File: config.mk
export PLATFORM = sky130hd
export DESIGN_NAME = wb_arbiter_rr
export DESIGN_NICKNAME = d
export VERILOG_FILES = /design/src/rtl/wb_arbiter_rr.sv
export SDC_FILE = /design/constraint.sdc
export NUM_CORES = 1
export LEC_CHECK = 0
export ABC_AREA = 0
export ABC_CLOCK_PERIOD_IN_PS = 4600
export CORE_AREA = 10 10 165 167
export DETAILED_ROUTE_END_ITERATION = 8
export DIE_AREA = 0 0 175 177
export HOLD_SLACK_MARGIN = 0.12
export SLEW_MARGIN = 20
export SYNTH_ARGS = -nofsm -noshare
export SYNTH_HDL_FRONTEND = slang
export SYNTH_SLANG_ARGS = --single-unit
File: constraint.sdc
create_clock -name wb_clk_i -period 4.6 [get_ports wb_clk_i]
set_input_delay 0.46 -clock wb_clk_i [delete_from_list [all_inputs] [get_ports wb_clk_i]]
set_output_delay 0.46 -clock wb_clk_i [all_outputs]
set_load 0.005 [all_outputs]
File: src/rtl/wb_arbiter_rr.sv
// wb_arbiter_rr: N-master to 1-slave Wishbone B3 arbiter.
// Supports round-robin or fixed-priority selection. A grant stays locked for as long as the
// owner holds cyc. A bus watchdog ends a hung transfer with err.
//
// Ports:
//   wb_clk_i, wb_rst_n_i        clock and synchronous active-low reset
//   wbm_*_i / wbm_*_o           packed per-master Wishbone buses (master k in slice k)
//   wbs_*_o / wbs_*_i           shared slave port, driven by the granted master
//   gnt_o                       registered one-hot grant, zero when idle
//   timeout_o                   one-cycle pulse when the watchdog aborts a transfer
module wb_arbiter_rr #(
  parameter int unsigned NUM_MASTERS = 3,
  parameter int unsigned DATA_WIDTH  = 32,
  parameter int unsigned ADDR_WIDTH  = 32,
  parameter int unsigned PRIO_MODE   = 0,
  parameter int unsigned TIMEOUT     = 255
) (
  input  logic                                  wb_clk_i,
  input  logic                                  wb_rst_n_i,
  input  logic [ADDR_WIDTH*NUM_MASTERS-1:0]     wbm_adr_i,
  input  logic [DATA_WIDTH*NUM_MASTERS-1:0]     wbm_dat_i,
  input  logic [(DATA_WIDTH/8)*NUM_MASTERS-1:0] wbm_sel_i,
  input  logic [NUM_MASTERS-1:0]                wbm_we_i,
  input  logic [NUM_MASTERS-1:0]                wbm_cyc_i,
  input  logic [NUM_MASTERS-1:0]                wbm_stb_i,
  input  logic [3*NUM_MASTERS-1:0]              wbm_cti_i,
  input  logic [2*NUM_MASTERS-1:0]              wbm_bte_i,
  output logic [DATA_WIDTH*NUM_MASTERS-1:0]     wbm_dat_o,
  output logic [NUM_MASTERS-1:0]                wbm_ack_o,
  output logic [NUM_MASTERS-1:0]                wbm_err_o,
  output logic [NUM_MASTERS-1:0]                wbm_rty_o,
  output logic [ADDR_WIDTH-1:0]                 wbs_adr_o,
  output logic [DATA_WIDTH-1:0]                 wbs_dat_o,
  output logic [DATA_WIDTH/8-1:0]               wbs_sel_o,
  output logic                                  wbs_we_o,
  output logic                                  wbs_cyc_o,
  output logic                                  wbs_stb_o,
  output logic [2:0]                            wbs_cti_o,
  output logic [1:0]                            wbs_bte_o,
  input  logic [DATA_WIDTH-1:0]                 wbs_dat_i,
  input  logic                                  wbs_ack_i,
  input  logic                                  wbs_err_i,
  input  logic                                  wbs_rty_i,
  output logic [NUM_MASTERS-1:0]                gnt_o,
  output logic                                  timeout_o
);

  localparam int unsigned SelW = DATA_WIDTH / 8;
  localparam int unsigned IdxW = (NUM_MASTERS > 1) ? $clog2(NUM_MASTERS) : 1;
  localparam int unsigned CntW = (TIMEOUT > 0) ? $clog2(TIMEOUT + 1) : 1;
  localparam logic [IdxW-1:0] LastIdx = IdxW'(NUM_MASTERS - 1);

  typedef enum logic [0:0] {StIdle, StGrant} state_e;

  state_e                 state_q;
  logic [NUM_MASTERS-1:0] gnt_q;
  logic [IdxW-1:0]        ptr_q;
  logic [CntW-1:0]        wd_cnt_q;

  logic [NUM_MASTERS-1:0] win_oh;
  logic [IdxW-1:0]        win_idx;
  logic                   any_req;
  logic                   own_cyc;
  logic                   own_stb;
  logic                   term;
  logic                   wd_fire;
  int                     cand;

  // Winner search. Loops run from the far end down so that the last hit is the nearest one.
  always_comb begin
    win_oh  = '0;
    win_idx = '0;
    cand    = 0;
    any_req = |wbm_cyc_i;
    if (PRIO_MODE == 1) begin
      for (int k = int'(NUM_MASTERS) - 1; k >= 0; k--) begin
        if (wbm_cyc_i[k]) begin
          win_oh    = '0;
          win_oh[k] = 1'b1;
          win_idx   = IdxW'(k);
        end
      end
    end else begin
      for (int i = int'(NUM_MASTERS); i >= 1; i--) begin
        cand = (int'(ptr_q) + i) % int'(NUM_MASTERS);
        if (wbm_cyc_i[cand]) begin
          win_oh       = '0;
          win_oh[cand] = 1'b1;
          win_idx      = IdxW'(cand);
        end
      end
    end
  end

  // Forward path: AND-OR mux on the one-hot grant, so everything is zero while idle.
  always_comb begin
    wbs_adr_o = '0;
    wbs_dat_o = '0;
    wbs_sel_o = '0;
    wbs_we_o  = 1'b0;
    wbs_cti_o = '0;
    wbs_bte_o = '0;
    own_cyc   = 1'b0;
    own_stb   = 1'b0;
    for (int k = 0; k < int'(NUM_MASTERS); k++) begin
      wbs_adr_o |= {ADDR_WIDTH{gnt_q[k]}} & wbm_adr_i[k*ADDR_WIDTH +: ADDR_WIDTH];
      wbs_dat_o |= {DATA_WIDTH{gnt_q[k]}} & wbm_dat_i[k*DATA_WIDTH +: DATA_WIDTH];
      wbs_sel_o |= {SelW{gnt_q[k]}} & wbm_sel_i[k*SelW +: SelW];
      wbs_we_o  |= gnt_q[k] & wbm_we_i[k];
      wbs_cti_o |= {3{gnt_q[k]}} & wbm_cti_i[k*3 +: 3];
      wbs_bte_o |= {2{gnt_q[k]}} & wbm_bte_i[k*2 +: 2];
      own_cyc   |= gnt_q[k] & wbm_cyc_i[k];
      own_stb   |= gnt_q[k] & wbm_stb_i[k];
    end
  end

  // A real termination in the limit cycle wins over the watchdog.
  assign term    = wbs_ack_i | wbs_err_i | wbs_rty_i;
  assign wd_fire = (TIMEOUT != 0) && (state_q == StGrant) &&
                   (wd_cnt_q == CntW'(TIMEOUT)) && !term;

  assign wbs_cyc_o = own_cyc & ~wd_fire;
  assign wbs_stb_o = own_stb & ~wd_fire;
  assign wbm_ack_o = gnt_q & {NUM_MASTERS{wbs_ack_i}};
  assign wbm_err_o = gnt_q & {NUM_MASTERS{wbs_err_i | wd_fire}};
  assign wbm_rty_o = gnt_q & {NUM_MASTERS{wbs_rty_i}};
  assign wbm_dat_o = {NUM_MASTERS{wbs_dat_i}};
  assign gnt_o     = gnt_q;
  assign timeout_o = wd_fire;

  always_ff @(posedge wb_clk_i) begin
    if (!wb_rst_n_i) begin
      state_q  <= StIdle;
      gnt_q    <= '0;
      ptr_q    <= LastIdx;
      wd_cnt_q <= '0;
    end else begin
      unique case (state_q)
        StIdle: begin
          wd_cnt_q <= '0;
          if (any_req) begin
            state_q <= StGrant;
            gnt_q   <= win_oh;
            if (PRIO_MODE == 0) ptr_q <= win_idx;
          end
        end
        StGrant: begin
          if (!own_cyc) begin
            // Owner released: one idle cycle before the next grant.
            state_q  <= StIdle;
            gnt_q    <= '0;
            wd_cnt_q <= '0;
          end else if (wd_fire || term) begin
            wd_cnt_q <= '0;
          end else if (own_stb && (TIMEOUT != 0)) begin
            wd_cnt_q <= wd_cnt_q + 1'b1;
          end
        end
        default: state_q <= StIdle;
      endcase
    end
  end

endmodule

Word level (Yosys, flattened, before mapping). Index checks and enable logic that the tools add are counted.

Flip-flop bits (word level): 14.

Equal/unequal tests: 4. $lt $le $gt $ge: 6. Reductions and logical operators: 10. Add/sub/neg operators: 4. Div/mod/pow operators: 3. Multiplexer cells: 31. Bitwise gates (word level): 50.

Operators with widths (count): $and 32x32->32 (6); $or 32x32->32 (4); $ge 32x1->1 const B (3); $lt 32x4->1 const B (3); $mod 32x3->32 const B (3); $mux 8 (3); $and 3x3->3 (6); $pmux 8 s2 (1); $mux 3 (5); $and 4x4->4 (3); $and 1x1->1 (11); $mux 1 (11); $or 1x1->1 (9); $add 8x1->8 const B (1); $eq 8x8->1 const B (1); $or 4x4->4 (2); $add 2x2->3 const B (2); $and 2x2->2 (3); $bmux 1 s2 (3); $demux 1 s2 (3); $mux 2 (3); $or 3x3->3 (2); $pmux 3 s2 (1); $logic_and 1x1->1 (5); other kinds (10) (14).

Logic depth before layout (Yosys ltp).
Word-level depth: 11. Depth in mapped cells: 7.

Worst setup path after synthesis. OpenSTA, ideal clock, no wires.

Path kind: input to output. From: input port wbs_err_i. To: output port wbm_err_o[0]. Path slack: 2.578 ns. Arrival time: 1.562 ns. Stages: 4. Buffers on the path: 0. Cell sequence: or4b_4 -> nor4_4 -> nor2_2 -> nor2b_1.

Longest elaborated chain between the ends: 6.

Ends and longest elaborated chain: from (decl) (RTL line 42) `input logic wbs_err_i,`; $or 1x1->1 (2 in a row) (RTL line 118) `assign term = wbs_ack_i | wbs_err_i | wbs_rty_i;`; $logic_not 1->1 (RTL line 120) `(wd_cnt_q == CntW'(TIMEOUT)) && !term;`; $logic_and 1x1->1 (RTL line 120); net timeout_o (RTL line 45) `output logic timeout_o`; $or 1x1->1 (RTL line 125) `assign wbm_err_o = gnt_q & {NUM_MASTERS{wbs_err_i | wd_fire}};`; $and 3x3->3 (RTL line 125); to (decl) (RTL line 30) `output logic [NUM_MASTERS-1:0] wbm_err_o,`.

The timed path passes the listed nets, and every way through them passes these cells.

Final worst setup path.
From: input port wbs_err_i. To: output port wbm_err_o[1].

Longest elaborated chain between the ends: 6.

Ends and longest elaborated chain (RTL line): $or 1x1->1 (2 in a row) (118); $logic_not 1->1 (120); $logic_and 1x1->1 (120); $or 1x1->1 * (125); $and 3x3->3 * (125).

Mark *: on every way between the ends. The rest lies on a longest branch, timed or not.

==> impl_metrics.py <==
metrics = {
    "layout": {
        "fin_area_mm2": 0.00575,
        "fin_nets": 871,
        "final_util_pct": 24.0,
        "drive_gt1_share_pct": 2.50,
        "area_growth_pct": 99.8,
        "diodes": 0,
        "num-fill-cells": 2667,
    },
    "pwr": {
        "p_per_area_mw_per_mm2": 247,
        "power_mw": 1.42,
        "leakagePower_nw": 2.42,
        "irDropWorstVdd_v": 0.000146,
    },
    "routing": {
        "dr.pass1.iters": 6,
        "drt-initial-drc-count": 487,
        "ant_nets": 0,
        "avgViaCountPerCell": 4.28,
        "wl_mm": 19.4,
        "wire_per_inst_um": 21.0,
        "vias": 3957,
        "drc": 0,
    },
    "clocking": {
        "cts_buffer_depth": 2,
        "cts_setup_buffers": 0,
        "cts_buffers": 3,
        "cts_root_buf": "clkbuf_16",
        "clock-sinks": 14,
        "cts_hold_buf": 0,
        "clk_pin_slew_ns": 0.05,
        "cts_tree": "done",
        "clk_latency_ns": 0.24,
        "cts_resized": 0,
        "htreeDepth": 1,
    },
    "global_route": {
        "grt-ovfl-total": 0,
        "antenna_found_initial": 0,
        "grt_pass1_vias": 4000,
        "track_usage_pct": 11.2,
        "grt_pass1_wl_mm": 27.3,
        "grt_max_degree": 82,
    },
    "floorplan": {
        "die_h_um": 177,
        "io_pins": 450,
        "rows": 57,
        "die-area_mm2": 0.0310,
        "chipWidth_um": 175,
        "core_area_mm2": 0.0240,
        "start_util_pct": 12.0,
    },
    "sta": {
        "post-route-period-util_pct": 66.5,
        "maxSlewHeadroom_pct": 33.8,
        "fin_worst_skew_ns": 0.00500,
        "setup_viol": 0,
        "max_freq_ghz": 0.327,
        "rsz0062_at_grt": "no",
        "post-route-min-period_ns": 3.06,
        "hold_viol_final": 0,
        "tightestPinTransition_ns": 0.992,
        "setup_tns_ns": 0,
        "drv_slew": 0,
    },
    "setup_path": {
        "cp.arrival_ns": 2.60,
        "crit_path_max_fanout": 4,
        "crit_required_ns": 4.14,
        "start_kind": "primary input",
        "cp-end-kind": "output pin",
        "crit_type": "primary input to output pin",
    },
    "yosys": {
        "synth.distinct_cells": 46,
        "syn_area_mm2": 0.00288,
        "synth_top_area_share_pct": 26.4,
        "synth-edff-count": 0,
        "yosys.area.top_type": "a222oi_1",
        "syn_avg_cell_area_um2": 7.18,
        "ys_top_cells_by_count": "96 x buf_4, 81 x inv_1, 76 x a222oi_1, 23 x clkbuf_1, 14 x dfxtp_1",
        "synth_area_leaders": "a222oi_1 26%, buf_4 25%, inv_1 11%",
        "yosys_warnings": 0,
        "ys.flop_type": "dfxtp_1",
        "yosys_register_bits": 14,
        "synthArstFlopShare_pct": 0,
        "synth-seq-area-share_pct": 9.73,
        "syn_nets": 671,
        "synth_most_common_cell": "buf_4",
        "synthCells": 401,
    },
    "place": {
        "gp_congestion": 0.793,
        "dpl_cell_area_mm2": 0.00568,
        "dp_hpwl_mm": 16.2,
        "port_buffers": 321,
    },
    "flow_run": {
        "cap_violations": 0,
    },
    "hold_path": {
        "hp-class": "flop to flop",
    },
    "status": {
        "status": "complete, no violations",
    },
}
## final timing paths
path | from | to | slack, ns | depth (start not counted)
setup / recovery | wbs_err_i | wbm_err_o[1] | 1.54 | 6
hold / removal | wd_cnt_q[6] | wd_cnt_q[6] | 0.53 | 2
hold reg to reg | wd_cnt_q[6] | wd_cnt_q[6] | 0.53 | 2
setup reg to reg | ptr_q[0] | gnt_o[1] | 2.45 | 6
## report_power, final
part	total [mW]	switching [mW]	internal (mW)
clock network	0.161	0.0467	0.115
registers	0.232	0.100	0.132
logic	1.03	0.386	0.642
## layout make-up
type                            instances  area, um2  area share, %
Timing Repair Buffer                  324       3240           56.2
Multi-Input combinational cell        177       1440           25.0
Tap cell                              324        405           7.05
Inverter                               81        304           5.28
Sequential cell                        14        289           5.02
Clock buffer                            3       75.1           1.30
Clock inverter                          1       3.75         0.0652
## registers in the layout, indices dropped and copies added, names as in the netlist
signal,flops
ptr_q,2
state_q,1
gnt_o,3
wd_cnt_q,8
## cells in the final DEF (no fill, tap or decap), types with 4 or more instances in the layout
master and instances:
a21oi_1 6, a222oi_1 76, and2_1 6, clkdlybuf4s50_1 321
dfxtp_1 11, ha_1 5, inv_1 81, mux2i_1 4
nand2_1 8, nor2_1 13, nor2b_1 5, nor3_1 4
o21ai_0 5, xnor2_1 5
## kinds of logic after synthesis
kind of cell,share of synthesized area [%]
xor+xnor,1.82
mux,1.78
buf+inv,40.2
simple gates,11.3
compound gates,33.0
fa+ha+maj,2.17
flops,9.73
## metrics by stage
step | hold WS [ns] | cells | setup WS [ns]
after global routing | 0.560 | 924 | 1.41
after global placement | 0.502 | 920 | 1.57
after CTS | 0.529 | 924 | 1.54
after floorplan | 0.477 | 401 | 2.58
final | 0.534 | 924 | 1.54
after detailed placement | 0.520 | 920 | 1.56
## routing by layer
metal	vias to the layer above	share of wire (%)	track usage [%]
met5	-	0	0
met4	0	0.59	0.954
met3	12	13	4.95
met2	329	45	17.5
met1	1838	41	14.5
li1	1778	-	-
## critical path: stages
cell and delay [ns]:
clkdlybuf4s50_1 0.44, or4b_4 0.58, nor4_4 0.37, nor2_2 0.09
nor2b_1 0.13, clkdlybuf4s50_1 0.52
Power figures use the tool's default switching activity.
